==> config.mk <==
export PLATFORM = sky130hd
export DESIGN_NAME = ysyx_25010030_icache_assoc_flat
export DESIGN_NICKNAME = d
export VERILOG_FILES = /design/src/rtl/ysyx_25010030_icache_assoc_if.sv /design/src/rtl/ysyx_25010030_icache_assoc.sv /design/src/flat_wrapper.sv
export SDC_FILE = /design/constraint.sdc
export NUM_CORES = 1
export LEC_CHECK = 0
export BUFFER_PORTS_ARGS = -buffer_cell sky130_fd_sc_hd__buf_2
export CELL_PAD_IN_SITES_DETAIL_PLACEMENT = 1
export CELL_PAD_IN_SITES_GLOBAL_PLACEMENT = 2
export CORE_MARGIN = 5
export CORE_UTILIZATION = 44
export DETAILED_ROUTE_END_ITERATION = 7
export PLACE_DENSITY_LB_ADDON = 0.1
export SLEW_MARGIN = 20
export SYNTH_ARGS = -nofsm -noshare
export SYNTH_HDL_FRONTEND = slang
export SYNTH_SLANG_ARGS = --single-unit
==> constraint.sdc <==
create_clock -name clk -period 8.23 [get_ports clk]
set_input_delay 1.2345 -clock clk [delete_from_list [all_inputs] [get_ports clk]]
set_output_delay 1.2345 -clock clk [all_outputs]
set_load 0.005 [all_outputs]
==> src/rtl/ysyx_25010030_icache_assoc_if.sv <==
// IFU fetch handshake, fence.i pulse and AXI4 read channels of the instruction cache.
interface ysyx_25010030_icache_assoc_if;
    logic        is_fencei;
    logic        req_valid;
    logic [31:0] req_addr;
    logic        req_ready;
    logic        resp_valid;
    logic [31:0] resp_inst;
    logic        resp_err;
    logic [31:0] axi_araddr;
    logic        axi_arvalid;
    logic [3:0]  axi_arid;
    logic [7:0]  axi_arlen;
    logic [2:0]  axi_arsize;
    logic [1:0]  axi_arburst;
    logic        axi_arready;
    logic        axi_rvalid;
    logic [31:0] axi_rdata;
    logic [1:0]  axi_rresp;
    logic [3:0]  axi_rid;
    logic        axi_rlast;
    logic        axi_rready;

    // Cache side
    modport slave (
        input  is_fencei, req_valid, req_addr,
        input  axi_arready, axi_rvalid, axi_rdata, axi_rresp, axi_rid, axi_rlast,
        output req_ready, resp_valid, resp_inst, resp_err,
        output axi_araddr, axi_arvalid, axi_arid, axi_arlen, axi_arsize, axi_arburst, axi_rready
    );

    // IFU / AXI slave side
    modport master (
        output is_fencei, req_valid, req_addr,
        output axi_arready, axi_rvalid, axi_rdata, axi_rresp, axi_rid, axi_rlast,
        input  req_ready, resp_valid, resp_inst, resp_err,
        input  axi_araddr, axi_arvalid, axi_arid, axi_arlen, axi_arsize, axi_arburst, axi_rready
    );
endinterface

==> src/rtl/ysyx_25010030_icache_assoc.sv <==
// N-way set-associative instruction cache with burst refill, uncached window,
// fence.i invalidation and AXI error reporting.
module ysyx_25010030_icache_assoc #(
    parameter int unsigned CACHE_SIZE = 256,
    parameter int unsigned BLOCK_SIZE = 16,
    parameter int unsigned WAYS       = 2,
    parameter logic [31:0] UNC_BASE   = 32'h1000_0000,
    parameter logic [31:0] UNC_END    = 32'h1FFF_FFFF
) (
    input logic clk,
    input logic reset,
    ysyx_25010030_icache_assoc_if.slave bus
);
    localparam int unsigned SETS  = CACHE_SIZE / (BLOCK_SIZE * WAYS);
    localparam int unsigned BEATS = BLOCK_SIZE / 4;
    localparam int unsigned OFF   = $clog2(BLOCK_SIZE);
    localparam int unsigned IDX   = $clog2(SETS);
    localparam int unsigned TAG   = 32 - IDX - OFF;
    localparam int unsigned SW    = (SETS > 1) ? IDX : 1;
    localparam int unsigned BW    = (BEATS > 1) ? $clog2(BEATS) : 1;
    localparam int unsigned WW    = (WAYS > 1) ? $clog2(WAYS) : 1;

    typedef enum logic [1:0] {IDLE, AR, R, RESP} state_t;

    function automatic logic [SW-1:0] set_of(input logic [31:0] a);
        return SW'((a >> OFF) & 32'(SETS - 1));
    endfunction
    function automatic logic [TAG-1:0] tag_of(input logic [31:0] a);
        return TAG'(a >> (OFF + IDX));
    endfunction
    function automatic logic [BW-1:0] word_of(input logic [31:0] a);
        return BW'((a >> 2) & 32'(BEATS - 1));
    endfunction

    logic [WAYS-1:0] valid_q [SETS];
    logic [WW-1:0]   ptr_q   [SETS];
    logic [TAG-1:0]  tag_q   [SETS][WAYS];
    logic [31:0]     data_q  [SETS][WAYS][BEATS];
    logic [31:0]     line_q  [BEATS];

    state_t      state_q;
    logic [31:0] addr_q;
    logic        unc_q;
    logic [BW-1:0] cnt_q;
    logic        line_err_q;
    logic        fence_seen_q;
    logic [31:0] word_q;
    logic        req_ready_q;
    logic        resp_valid_q;
    logic [31:0] resp_inst_q;
    logic        resp_err_q;
    logic [31:0] araddr_q;
    logic        arvalid_q;
    logic [7:0]  arlen_q;
    logic [2:0]  arsize_q;
    logic [1:0]  arburst_q;
    logic        rready_q;

    logic [SW-1:0]  req_set_c;
    logic [TAG-1:0] req_tag_c;
    logic [BW-1:0]  req_word_c;
    logic           unc_c;
    logic           hit_c;
    logic [WW-1:0]  hit_way_c;
    logic [SW-1:0]  miss_set_c;
    logic [TAG-1:0] miss_tag_c;
    logic [BW-1:0]  miss_word_c;
    logic [WW-1:0]  victim_c;
    logic           found_c;
    logic           install_c;
    logic           beat_word_c;
    logic           unused_c;

    assign req_set_c   = set_of(bus.req_addr);
    assign req_tag_c   = tag_of(bus.req_addr);
    assign req_word_c  = word_of(bus.req_addr);
    assign unc_c       = (bus.req_addr >= UNC_BASE) && (bus.req_addr <= UNC_END);
    assign miss_set_c  = set_of(addr_q);
    assign miss_tag_c  = tag_of(addr_q);
    assign miss_word_c = word_of(addr_q);
    assign beat_word_c = unc_q || (cnt_q == miss_word_c);
    assign install_c   = (state_q == RESP) && !unc_q && !line_err_q && !fence_seen_q && !bus.is_fencei;
    assign unused_c    = ^bus.axi_rid;

    assign bus.req_ready   = req_ready_q;
    assign bus.resp_valid  = resp_valid_q;
    assign bus.resp_inst   = resp_inst_q;
    assign bus.resp_err    = resp_err_q;
    assign bus.axi_araddr  = araddr_q;
    assign bus.axi_arvalid = arvalid_q;
    assign bus.axi_arid    = 4'd0;
    assign bus.axi_arlen   = arlen_q;
    assign bus.axi_arsize  = arsize_q;
    assign bus.axi_arburst = arburst_q;
    assign bus.axi_rready  = rready_q;

    // Parallel tag compare across the ways of the requested set; a fence forces a miss.
    always_comb begin
        hit_c     = 1'b0;
        hit_way_c = '0;
        for (int w = 0; w < WAYS; w++) begin
            if (valid_q[req_set_c][WW'(w)] && (tag_q[req_set_c][WW'(w)] == req_tag_c)
                && !bus.is_fencei && !unc_c) begin
                hit_c     = 1'b1;
                hit_way_c = WW'(w);
            end
        end
    end

    // Victim: lowest-numbered invalid way, else the set's round-robin pointer.
    always_comb begin
        victim_c = ptr_q[miss_set_c];
        found_c  = 1'b0;
        for (int w = 0; w < WAYS; w++) begin
            if (!found_c && !valid_q[miss_set_c][WW'(w)]) begin
                victim_c = WW'(w);
                found_c  = 1'b1;
            end
        end
    end

    // Valid bits and victim pointers; fence wins over a same-cycle install.
    always_ff @(posedge clk or posedge reset) begin
        if (reset) begin
            for (int s = 0; s < SETS; s++) begin
                valid_q[SW'(s)] <= '0;
                ptr_q[SW'(s)]   <= '0;
            end
        end else if (bus.is_fencei) begin
            for (int s = 0; s < SETS; s++) valid_q[SW'(s)] <= '0;
        end else if (install_c) begin
            valid_q[miss_set_c][victim_c] <= 1'b1;
            ptr_q[miss_set_c] <= WW'((32'(ptr_q[miss_set_c]) + 32'd1) % 32'(WAYS));
        end
    end

    // Tag/data arrays and refill line buffer; contents are qualified by valid bits.
    always_ff @(posedge clk) begin
        if (state_q == R && bus.axi_rvalid) line_q[cnt_q] <= bus.axi_rdata;
        if (install_c) begin
            tag_q[miss_set_c][victim_c] <= miss_tag_c;
            for (int b = 0; b < BEATS; b++) data_q[miss_set_c][victim_c][BW'(b)] <= line_q[BW'(b)];
        end
    end

    // Lookup / refill FSM with registered IFU and AXI outputs.
    always_ff @(posedge clk or posedge reset) begin
        if (reset) begin
            state_q      <= IDLE;
            addr_q       <= '0;
            unc_q        <= 1'b0;
            cnt_q        <= '0;
            line_err_q   <= 1'b0;
            fence_seen_q <= 1'b0;
            word_q       <= '0;
            req_ready_q  <= 1'b0;
            resp_valid_q <= 1'b0;
            resp_inst_q  <= '0;
            resp_err_q   <= 1'b0;
            araddr_q     <= '0;
            arvalid_q    <= 1'b0;
            arlen_q      <= '0;
            arsize_q     <= '0;
            arburst_q    <= '0;
            rready_q     <= 1'b0;
        end else begin
            resp_valid_q <= 1'b0;
            case (state_q)
                IDLE: begin
                    req_ready_q <= 1'b1;
                    if (bus.req_valid && req_ready_q) begin
                        if (hit_c) begin
                            resp_valid_q <= 1'b1;
                            resp_inst_q  <= data_q[req_set_c][hit_way_c][req_word_c];
                            resp_err_q   <= 1'b0;
                        end else begin
                            state_q      <= AR;
                            req_ready_q  <= 1'b0;
                            addr_q       <= {bus.req_addr[31:2], 2'b00};
                            unc_q        <= unc_c;
                            cnt_q        <= '0;
                            line_err_q   <= 1'b0;
                            fence_seen_q <= 1'b0;
                            arvalid_q    <= 1'b1;
                            arsize_q     <= 3'b010;
                            if (unc_c) begin
                                araddr_q  <= {bus.req_addr[31:2], 2'b00};
                                arlen_q   <= 8'd0;
                                arburst_q <= 2'b00;
                            end else begin
                                araddr_q  <= bus.req_addr & ~32'(BLOCK_SIZE - 1);
                                arlen_q   <= 8'(BEATS - 1);
                                arburst_q <= 2'b01;
                            end
                        end
                    end
                end
                AR: begin
                    if (bus.is_fencei) fence_seen_q <= 1'b1;
                    if (bus.axi_arready) begin
                        arvalid_q <= 1'b0;
                        rready_q  <= 1'b1;
                        state_q   <= R;
                    end
                end
                R: begin
                    if (bus.is_fencei) fence_seen_q <= 1'b1;
                    if (bus.axi_rvalid) begin
                        cnt_q      <= cnt_q + BW'(1);
                        line_err_q <= line_err_q | (bus.axi_rresp != 2'b00);
                        if (beat_word_c) word_q <= bus.axi_rdata;
                        if (bus.axi_rlast) begin
                            rready_q     <= 1'b0;
                            state_q      <= RESP;
                            resp_valid_q <= 1'b1;
                            resp_inst_q  <= beat_word_c ? bus.axi_rdata : word_q;
                            resp_err_q   <= line_err_q | (bus.axi_rresp != 2'b00);
                        end
                    end
                end
                RESP: begin
                    state_q     <= IDLE;
                    req_ready_q <= 1'b1;
                end
                default: state_q <= IDLE;
            endcase
        end
    end
endmodule

==> src/flat_wrapper.sv <==
// flat-port wrapper written by rule: the top's interface ports become plain ports
module ysyx_25010030_icache_assoc_flat 
#(
    parameter int unsigned CACHE_SIZE = 256,
    parameter int unsigned BLOCK_SIZE = 16,
    parameter int unsigned WAYS       = 2,
    parameter logic [31:0] UNC_BASE   = 32'h1000_0000,
    parameter logic [31:0] UNC_END    = 32'h1FFF_FFFF
)
  (clk, reset, bus_is_fencei, bus_req_valid, bus_req_addr, bus_axi_arready, bus_axi_rvalid, bus_axi_rdata, bus_axi_rresp, bus_axi_rid, bus_axi_rlast, bus_req_ready, bus_resp_valid, bus_resp_inst, bus_resp_err, bus_axi_araddr, bus_axi_arvalid, bus_axi_arid, bus_axi_arlen, bus_axi_arsize, bus_axi_arburst, bus_axi_rready);
  ysyx_25010030_icache_assoc_if bus_i ();
  input logic clk;
  input logic reset;
  input wire logic [$bits(bus_i.is_fencei)-1:0] bus_is_fencei;
  input wire logic [$bits(bus_i.req_valid)-1:0] bus_req_valid;
  input wire logic [$bits(bus_i.req_addr)-1:0] bus_req_addr;
  input wire logic [$bits(bus_i.axi_arready)-1:0] bus_axi_arready;
  input wire logic [$bits(bus_i.axi_rvalid)-1:0] bus_axi_rvalid;
  input wire logic [$bits(bus_i.axi_rdata)-1:0] bus_axi_rdata;
  input wire logic [$bits(bus_i.axi_rresp)-1:0] bus_axi_rresp;
  input wire logic [$bits(bus_i.axi_rid)-1:0] bus_axi_rid;
  input wire logic [$bits(bus_i.axi_rlast)-1:0] bus_axi_rlast;
  output wire logic [$bits(bus_i.req_ready)-1:0] bus_req_ready;
  output wire logic [$bits(bus_i.resp_valid)-1:0] bus_resp_valid;
  output wire logic [$bits(bus_i.resp_inst)-1:0] bus_resp_inst;
  output wire logic [$bits(bus_i.resp_err)-1:0] bus_resp_err;
  output wire logic [$bits(bus_i.axi_araddr)-1:0] bus_axi_araddr;
  output wire logic [$bits(bus_i.axi_arvalid)-1:0] bus_axi_arvalid;
  output wire logic [$bits(bus_i.axi_arid)-1:0] bus_axi_arid;
  output wire logic [$bits(bus_i.axi_arlen)-1:0] bus_axi_arlen;
  output wire logic [$bits(bus_i.axi_arsize)-1:0] bus_axi_arsize;
  output wire logic [$bits(bus_i.axi_arburst)-1:0] bus_axi_arburst;
  output wire logic [$bits(bus_i.axi_rready)-1:0] bus_axi_rready;
  assign bus_i.is_fencei = bus_is_fencei;
  assign bus_i.req_valid = bus_req_valid;
  assign bus_i.req_addr = bus_req_addr;
  assign bus_i.axi_arready = bus_axi_arready;
  assign bus_i.axi_rvalid = bus_axi_rvalid;
  assign bus_i.axi_rdata = bus_axi_rdata;
  assign bus_i.axi_rresp = bus_axi_rresp;
  assign bus_i.axi_rid = bus_axi_rid;
  assign bus_i.axi_rlast = bus_axi_rlast;
  assign bus_req_ready = bus_i.req_ready;
  assign bus_resp_valid = bus_i.resp_valid;
  assign bus_resp_inst = bus_i.resp_inst;
  assign bus_resp_err = bus_i.resp_err;
  assign bus_axi_araddr = bus_i.axi_araddr;
  assign bus_axi_arvalid = bus_i.axi_arvalid;
  assign bus_axi_arid = bus_i.axi_arid;
  assign bus_axi_arlen = bus_i.axi_arlen;
  assign bus_axi_arsize = bus_i.axi_arsize;
  assign bus_axi_arburst = bus_i.axi_arburst;
  assign bus_axi_rready = bus_i.axi_rready;
  ysyx_25010030_icache_assoc #(.CACHE_SIZE(CACHE_SIZE), .BLOCK_SIZE(BLOCK_SIZE), .WAYS(WAYS), .UNC_BASE(UNC_BASE), .UNC_END(UNC_END)) u_core (.clk(clk), .reset(reset), .bus(bus_i));
endmodule
==> flow_summary.toml, run 1 <==
[floorplan]
die_area_um2 = 87200
io_pins = 163
row_count = 104
die_w_um = 295
fp.dieH_um = 295
start_util_pct = 44.4
fp.coreArea_um2 = 80500

[finish]
area_growth_pct = 13.0
multi_input_area_um2 = 8630
diodes = 0
final_nets = 1986
final_common_cell = "edfxtp_1"
utilization_pct = 50.2
design_area_um2 = 40500
drive_above_1_share_pct = 32.9
seqCellArea_um2 = 26500
layout_common_cells = "784 x edfxtp_1, 190 x mux4_2, 138 x buf_2"
fillCellCount = 7180

[timing]
rsz0062_at_grt = "no"
timing.fmax_ghz = 0.198
maxSlewViolCount = 0
slew_headroom_pct = 26.4
worst_pin_slew_ns = 1.10
clock_skew_ns = 0.0210
period_share_pct = 61.4
fin_crit_ns = 5.06
hold_viol = 0
setup_violations = 0
fin_tns_setup_ns = 0

[clock_tree]
insertion_delay_ns = 0.64
htree_levels = 3
cts_resized = 0
root_buffer = "clkbuf_16"
post_cts_buffers = 0
cts_hold_buf = 0
clkTransAtPathRegs_ns = 0.06
cts_inserted_buffers = 95
clock_path_buffers = 3
cts_tree = "done"
cts.sinks = 902

[yosys]
syn_area_um2 = 35800
yosysSeqAreaShare_pct = 74.0
synth_edf_count = 784
netlist-cell-type-count = 55
yosys_warnings = 0
synth_area_per_cell_um2 = 20.6
netlist_instances = 1741
ys_ff_latch = 902
async_flop_share_pct = 13.1
synth_top_flop_cell = "edfxtp_1"

[global_route]
grt_util_all_layers_pct = 19.4
grt_pass1_vias = 18800
grt_max_degree = 71
grt_first_pass_wirelength_um = 126000
gr-total-overflow = 0
antenna_found_initial = 2

[critical_path]
r2r_slack_ns = 3.17
rr_worst_depth = 11
worstPathMaxFanout = 24
cp.arrival_ns = 5.33
r2r_start = "u_core.addr_q[4]"
worstPathRequired_ns = 8.50
cp_slowest_cell = "dfrtp_1"
criticalPathCategory = "flop to flop"
r2r-end = "u_core.data_q[3][208]"
start_kind = "flop"
endpoint_kind = "flop"
cp_cell_sequence = "mux2i_1, nor2_1, a31oi_1, a21oi_1, a221oi_1, clkbuf_2, nor2_1, or2_2, buf_4, nor2_4, buf_4"
max_stage_delay_ns = 0.83
cp_num_buf_inv = 3
critical_path.startpoint = "u_core.addr_q[4]"
path_delay_family = "simple AND/OR/NAND/NOR gates"

[drt]
drtAntennaViolNets = 0
drt_pass1_iterations = 5
drc = 0
drt_wl_total_um = 83600
initialDrtViolationCount = 1220
wire_per_inst_um = 27.5
vias = 17000
viasPerCell = 5.59

[place]
place.gp.congestion = 0.712
dp.final_hpwl_um = 45000
placed_area_um2 = 37600
port_buffers = 141

[worst_hold_path]
hold_class = "flop to flop"
holdPathEnd = "u_core.bus.axi_arsize[1]"
min_from = "u_core.bus.axi_arsize[1]"
hold-path-cell-count = 1

[run_status]
status = "finished clean"

[pwr]
ir_drop_mv = 0.262
power_leakage_nw = 13.9
power_w = 0.0119
power_density_nw_per_um2 = 294

[flow_run]
cap_violations = 0
[worst max-delay path by stage]
| stage | endpoint | slack, ns | cells past startpoint |
|---|---|---|---|
| 2_1_floorplan | u_core.data_q[1][192] | 1.62 | 11 |
| 3_3_place_gp | u_core.addr_q[15] | 2.57 | 10 |
| 3_5_place_dp | u_core.addr_q[21] | 2.53 | 9 |
| 4_1_cts | u_core.tag_q[3][42] | 2.54 | 10 |
| 5_1_grt | u_core.data_q[3][244] | 2.69 | 11 |
| 6_report | u_core.data_q[3][208] | 3.17 | 11 |
[metrics by stage]
step | setup slack [ns] | hold slack (ns) | std cells
global placement | 2.57 | 0.444 | 2864
finish | 3.17 | 0.464 | 3045
global route | 2.69 | 0.480 | 3045
CTS | 2.54 | 0.465 | 3044
floorplan | 1.62 | 0.459 | 1755
detailed placement | 2.53 | 0.447 | 2864
[registers in the layout (all words and copies together) (netlist names), 2 cells and up]
name and cells:
u_core.state_q 2, u_core.bus.resp_inst 32, u_core.line_q 64, u_core.bus.axi_araddr 3, u_core.data_q 512, u_core.word_q 32
u_core.cnt_q 2, u_core.valid_q 8, u_core.addr_q 29, u_core.tag_q 200, u_core.ptr_q 8
[Yosys cell counts (2+ instances only)]
master / n / area share [%]
a221oi_1: 6 / 0.15
nand2_1: 53 / 0.56
o22ai_1: 3 / 0.052
nor4_1: 3 / 0.052
nand2b_1: 5 / 0.087
a22oi_1: 13 / 0.27
xnor2_1: 20 / 0.49
mux4_2: 190 / 12
buf_6: 8 / 0.25
nor2b_1: 10 / 0.17
nor3_1: 12 / 0.17
inv_1: 11 / 0.12
buf_2: 17 / 0.24
and2_1: 3 / 0.052
mux2_4: 30 / 1.3
mux2i_1: 89 / 2.5
buf_1: 4 / 0.042
o21ai_0: 42 / 0.59
edfxtp_1: 784 / 66
ha_1: 7 / 0.24
o21bai_1: 3 / 0.063
nor4b_1: 2 / 0.049
a21o_1: 6 / 0.13
a31oi_1: 4 / 0.070
buf_4: 56 / 1.2
a211oi_1: 2 / 0.042
and3_1: 6 / 0.10
mux2_2: 104 / 3.3
dfrtp_1: 118 / 8.2
nor2_1: 31 / 0.33
clkbuf_1: 44 / 0.46
nand4_1: 3 / 0.052
nand3_1: 7 / 0.098
a21oi_1: 18 / 0.25
a22o_1: 3 / 0.073
or3_1: 3 / 0.052
o22a_1: 3 / 0.073
[final cells by class]
type                            count  area share [%]
Inverter                           12           0.124
Clock inverter                     42           0.739
Tap cell                         1060            3.28
Clock buffer                      138            6.45
Sequential cell                   902            65.5
Timing Repair Buffer              180            2.61
Multi-Input combinational cell    711            21.3
[metal layers]
layer | vias to the layer above | global-route usage [%] | part of all wire, %
met5 | - | 0 | 0.024
met4 | 4 | 4.20 | 1.5
met3 | 98 | 2.95 | 4.0
met2 | 320 | 32.9 | 50
met1 | 9270 | 27.2 | 44
li1 | 7333 | - | -
[cells by family (layout without fill, tap and decap cells)]
group           after synthesis  count (layout)  share of synthesized area (%)
xor+xnor                     20              20                          0.489
flops                       902             902                           74.0
mux                         414             414                           19.0
other cells                   1              15                         0.0105
simple gates                142             142                           1.87
fa+ha+maj                     7               7                          0.245
buf+inv                     142             372                           2.33
compound gates              113             113                           2.03
[power by group]
group | leakage [nW] | internal [W] | switching (W) | total (W)
combinational | 3.98 | 0.000855 | 0.00106 | 0.00192
sequential | 8.50 | 0.00560 | 0.000383 | 0.00598
clock | 1.42 | 0.00227 | 0.00173 | 0.00400
Power figures use the tool's default switching activity.
==> inputs of run 2 (changes only) <==
clock period = 4.4 ns   (was 8.23 ns; I/O delays follow)
==> run 2 against run 1 <==
Against the previous run:
- routed wire length hardly changed
- total power is 92% higher
- global-route usage is 0.12 points lower
- register-to-register slack worse by 2.3 ns
- clock-buffer cell count is 1 lower
- via count is 0.69% higher
- die area stayed put
- hold slack worse by 0.42 ns
- largest cell class unchanged
==> flow_summary.toml, run 2 (same netlist as run 1, synthesis figures left out) <==
[critical_path]
worstPathRequired_ns = 4.91
start_kind = "input pin"
cp.arrival_ns = 4.11
worstPathMaxFanout = 35
criticalPathCategory = "input pin to flop"
endpoint_kind = "flop"

[flow_run]
cap_violations = 0

[timing]
rsz0062_at_grt = "no"
maxSlewViolCount = 0
worst_pin_slew_ns = 0.919
period_share_pct = 81.8
whs_ns = 0.0479
timing.fmax_ghz = 0.278
hold_viol = 0
fin_crit_ns = 3.60
clock_skew_ns = 0.0294
setup_violations = 0
fin_tns_setup_ns = 0
slew_headroom_pct = 38.7

[clock_tree]
cts_hold_buf = 0
clock_path_buffers = 3
clkTransAtPathRegs_ns = 0.06
htree_levels = 3
post_cts_buffers = 0
root_buffer = "clkbuf_16"
cts_resized = 0
cts_tree = "done"
cts_inserted_buffers = 95
cts.sinks = 902
insertion_delay_ns = 0.63

[place]
placed_area_um2 = 38200
dp.final_hpwl_um = 47800
place.gp.congestion = 0.715
place_inst = 2899
port_buffers = 141

[drt]
drt_wl_total_um = 83600
initialDrtViolationCount = 1246
vias = 17100
wire_per_inst_um = 27.2
drt_pass1_iterations = 5
drc = 0
drtAntennaViolNets = 0
viasPerCell = 5.57

[pwr]
switchingPower_w = 0.00598
seq_power_share_pct = 48.9
power_density_nw_per_um2 = 555
p_int_w = 0.0169
combPwrFrac_pct = 16.2
ir_drop_mv = 0.299
p_clk_share_pct = 34.9
p_sw_share_pct = 26.1
power_leakage_nw = 14.3

[finish]
largest-register = "u_core.data_q"
multi_input_area_um2 = 8640
design_area_um2 = 41300
fillCellCount = 7160
layout_common_cells = "784 x edfxtp_1, 190 x mux4_2, 138 x buf_2"
fin_cells = 3077
seqCellArea_um2 = 26500
drive_above_1_share_pct = 34.6
largest_reg_flops = 512
final_nets = 2020
diodes = 0
reg.largest.list = "u_core.data_q (512), u_core.tag_q (200), u_core.line_q (64)"
utilization_pct = 51.3
area_growth_pct = 15.3
final_common_cell = "edfxtp_1"

[global_route]
grt_pass1_vias = 18800
grt_first_pass_wirelength_um = 126000
grt_util_all_layers_pct = 19.3
grt_max_degree = 122
gr-total-overflow = 0
antenna_found_initial = 4

[floorplan]
die_area_um2 = 87200
start_util_pct = 44.4
fp.dieH_um = 295
fp.coreArea_um2 = 80500
row_count = 104
io_pins = 163
die_w_um = 295

[run_status]
status = "finished clean"

[worst_hold_path]
hold_class = "input pin to asynchronous set/reset pin"
## run 2: cell types whose count changed in the layout (fill, tap and decap cells not counted), moves of 2 or more
cell       previous run  this run
clkinv_1             17        11
buf_12                3        29
bufinv_16             2         9
clkbuf_1             36        32
clkbuf_16            95        99
inv_6                 5         2
buf_4                36        45
and3_2                2         0
and3_4                0         2
## run 2: final timing paths
check                                    startpoint                       end  slack (ns)  cells after the start
setup / recovery                    bus_req_addr[5]  u_core.bus.resp_inst[20]        0.80                     12
hold / removal                                reset         u_core.addr_q[10]        0.05                      2
setup reg to reg                  u_core.valid_q[0]  u_core.bus.resp_inst[20]        0.88                     11
hold reg to reg            u_core.bus.axi_arsize[1]  u_core.bus.axi_arsize[1]        0.48                      1
max in group asynchronous                     reset          u_core.addr_q[5]        3.22                      3
min in group clk                  bus_axi_rdata[13]      u_core.line_q[1][13]        0.24                      1
## run 2: power by group through the flow
stage                     Clock (W)  Sequential [W]  Combinational [W]
final                       0.00799          0.0112            0.00370
after global routing        0.00859          0.0113            0.00401
after CTS                   0.00819          0.0112            0.00379
after detailed placement          0          0.0114            0.00377
after global placement            0          0.0113            0.00371
after floorplan                   0          0.0111            0.00262
## run 2: critical path: stages
cell       delay [ns]
clkbuf_8         0.25
mux4_2           0.42
mux2i_1          0.12
or3_1            0.38
a2111oi_0        0.61
buf_4            0.21
nand4_1          0.20
or3_4            0.47
nor2_4           0.12
o21ai_4          0.09
buf_4            0.22
mux2_4           0.32
## run 2: routing by layer
layer	routed length, µm	GRT usage, %
met1	37800	27.6
met2	41200	32.3
met3	3280	2.64
met4	1330	4.08
met5	13	0
## run 2: layout make-up
class / instances / share of cell area, %
Inverter: 12 / 0.121
Multi-Input combinational cell: 711 / 20.9
Clock buffer: 137 / 6.49
Sequential cell: 902 / 64.2
Timing Repair Buffer: 214 / 3.97
Tap cell: 1060 / 3.21
Clock inverter: 41 / 1.11
## run 2: metrics by stage
step                      setup WS (ns)  power, W
after CTS                         0.863    0.0232
after floorplan                  -0.272    0.0137
after global routing              0.695    0.0239
after global placement            0.176    0.0150
final                             0.800    0.0229
after detailed placement          0.215    0.0152
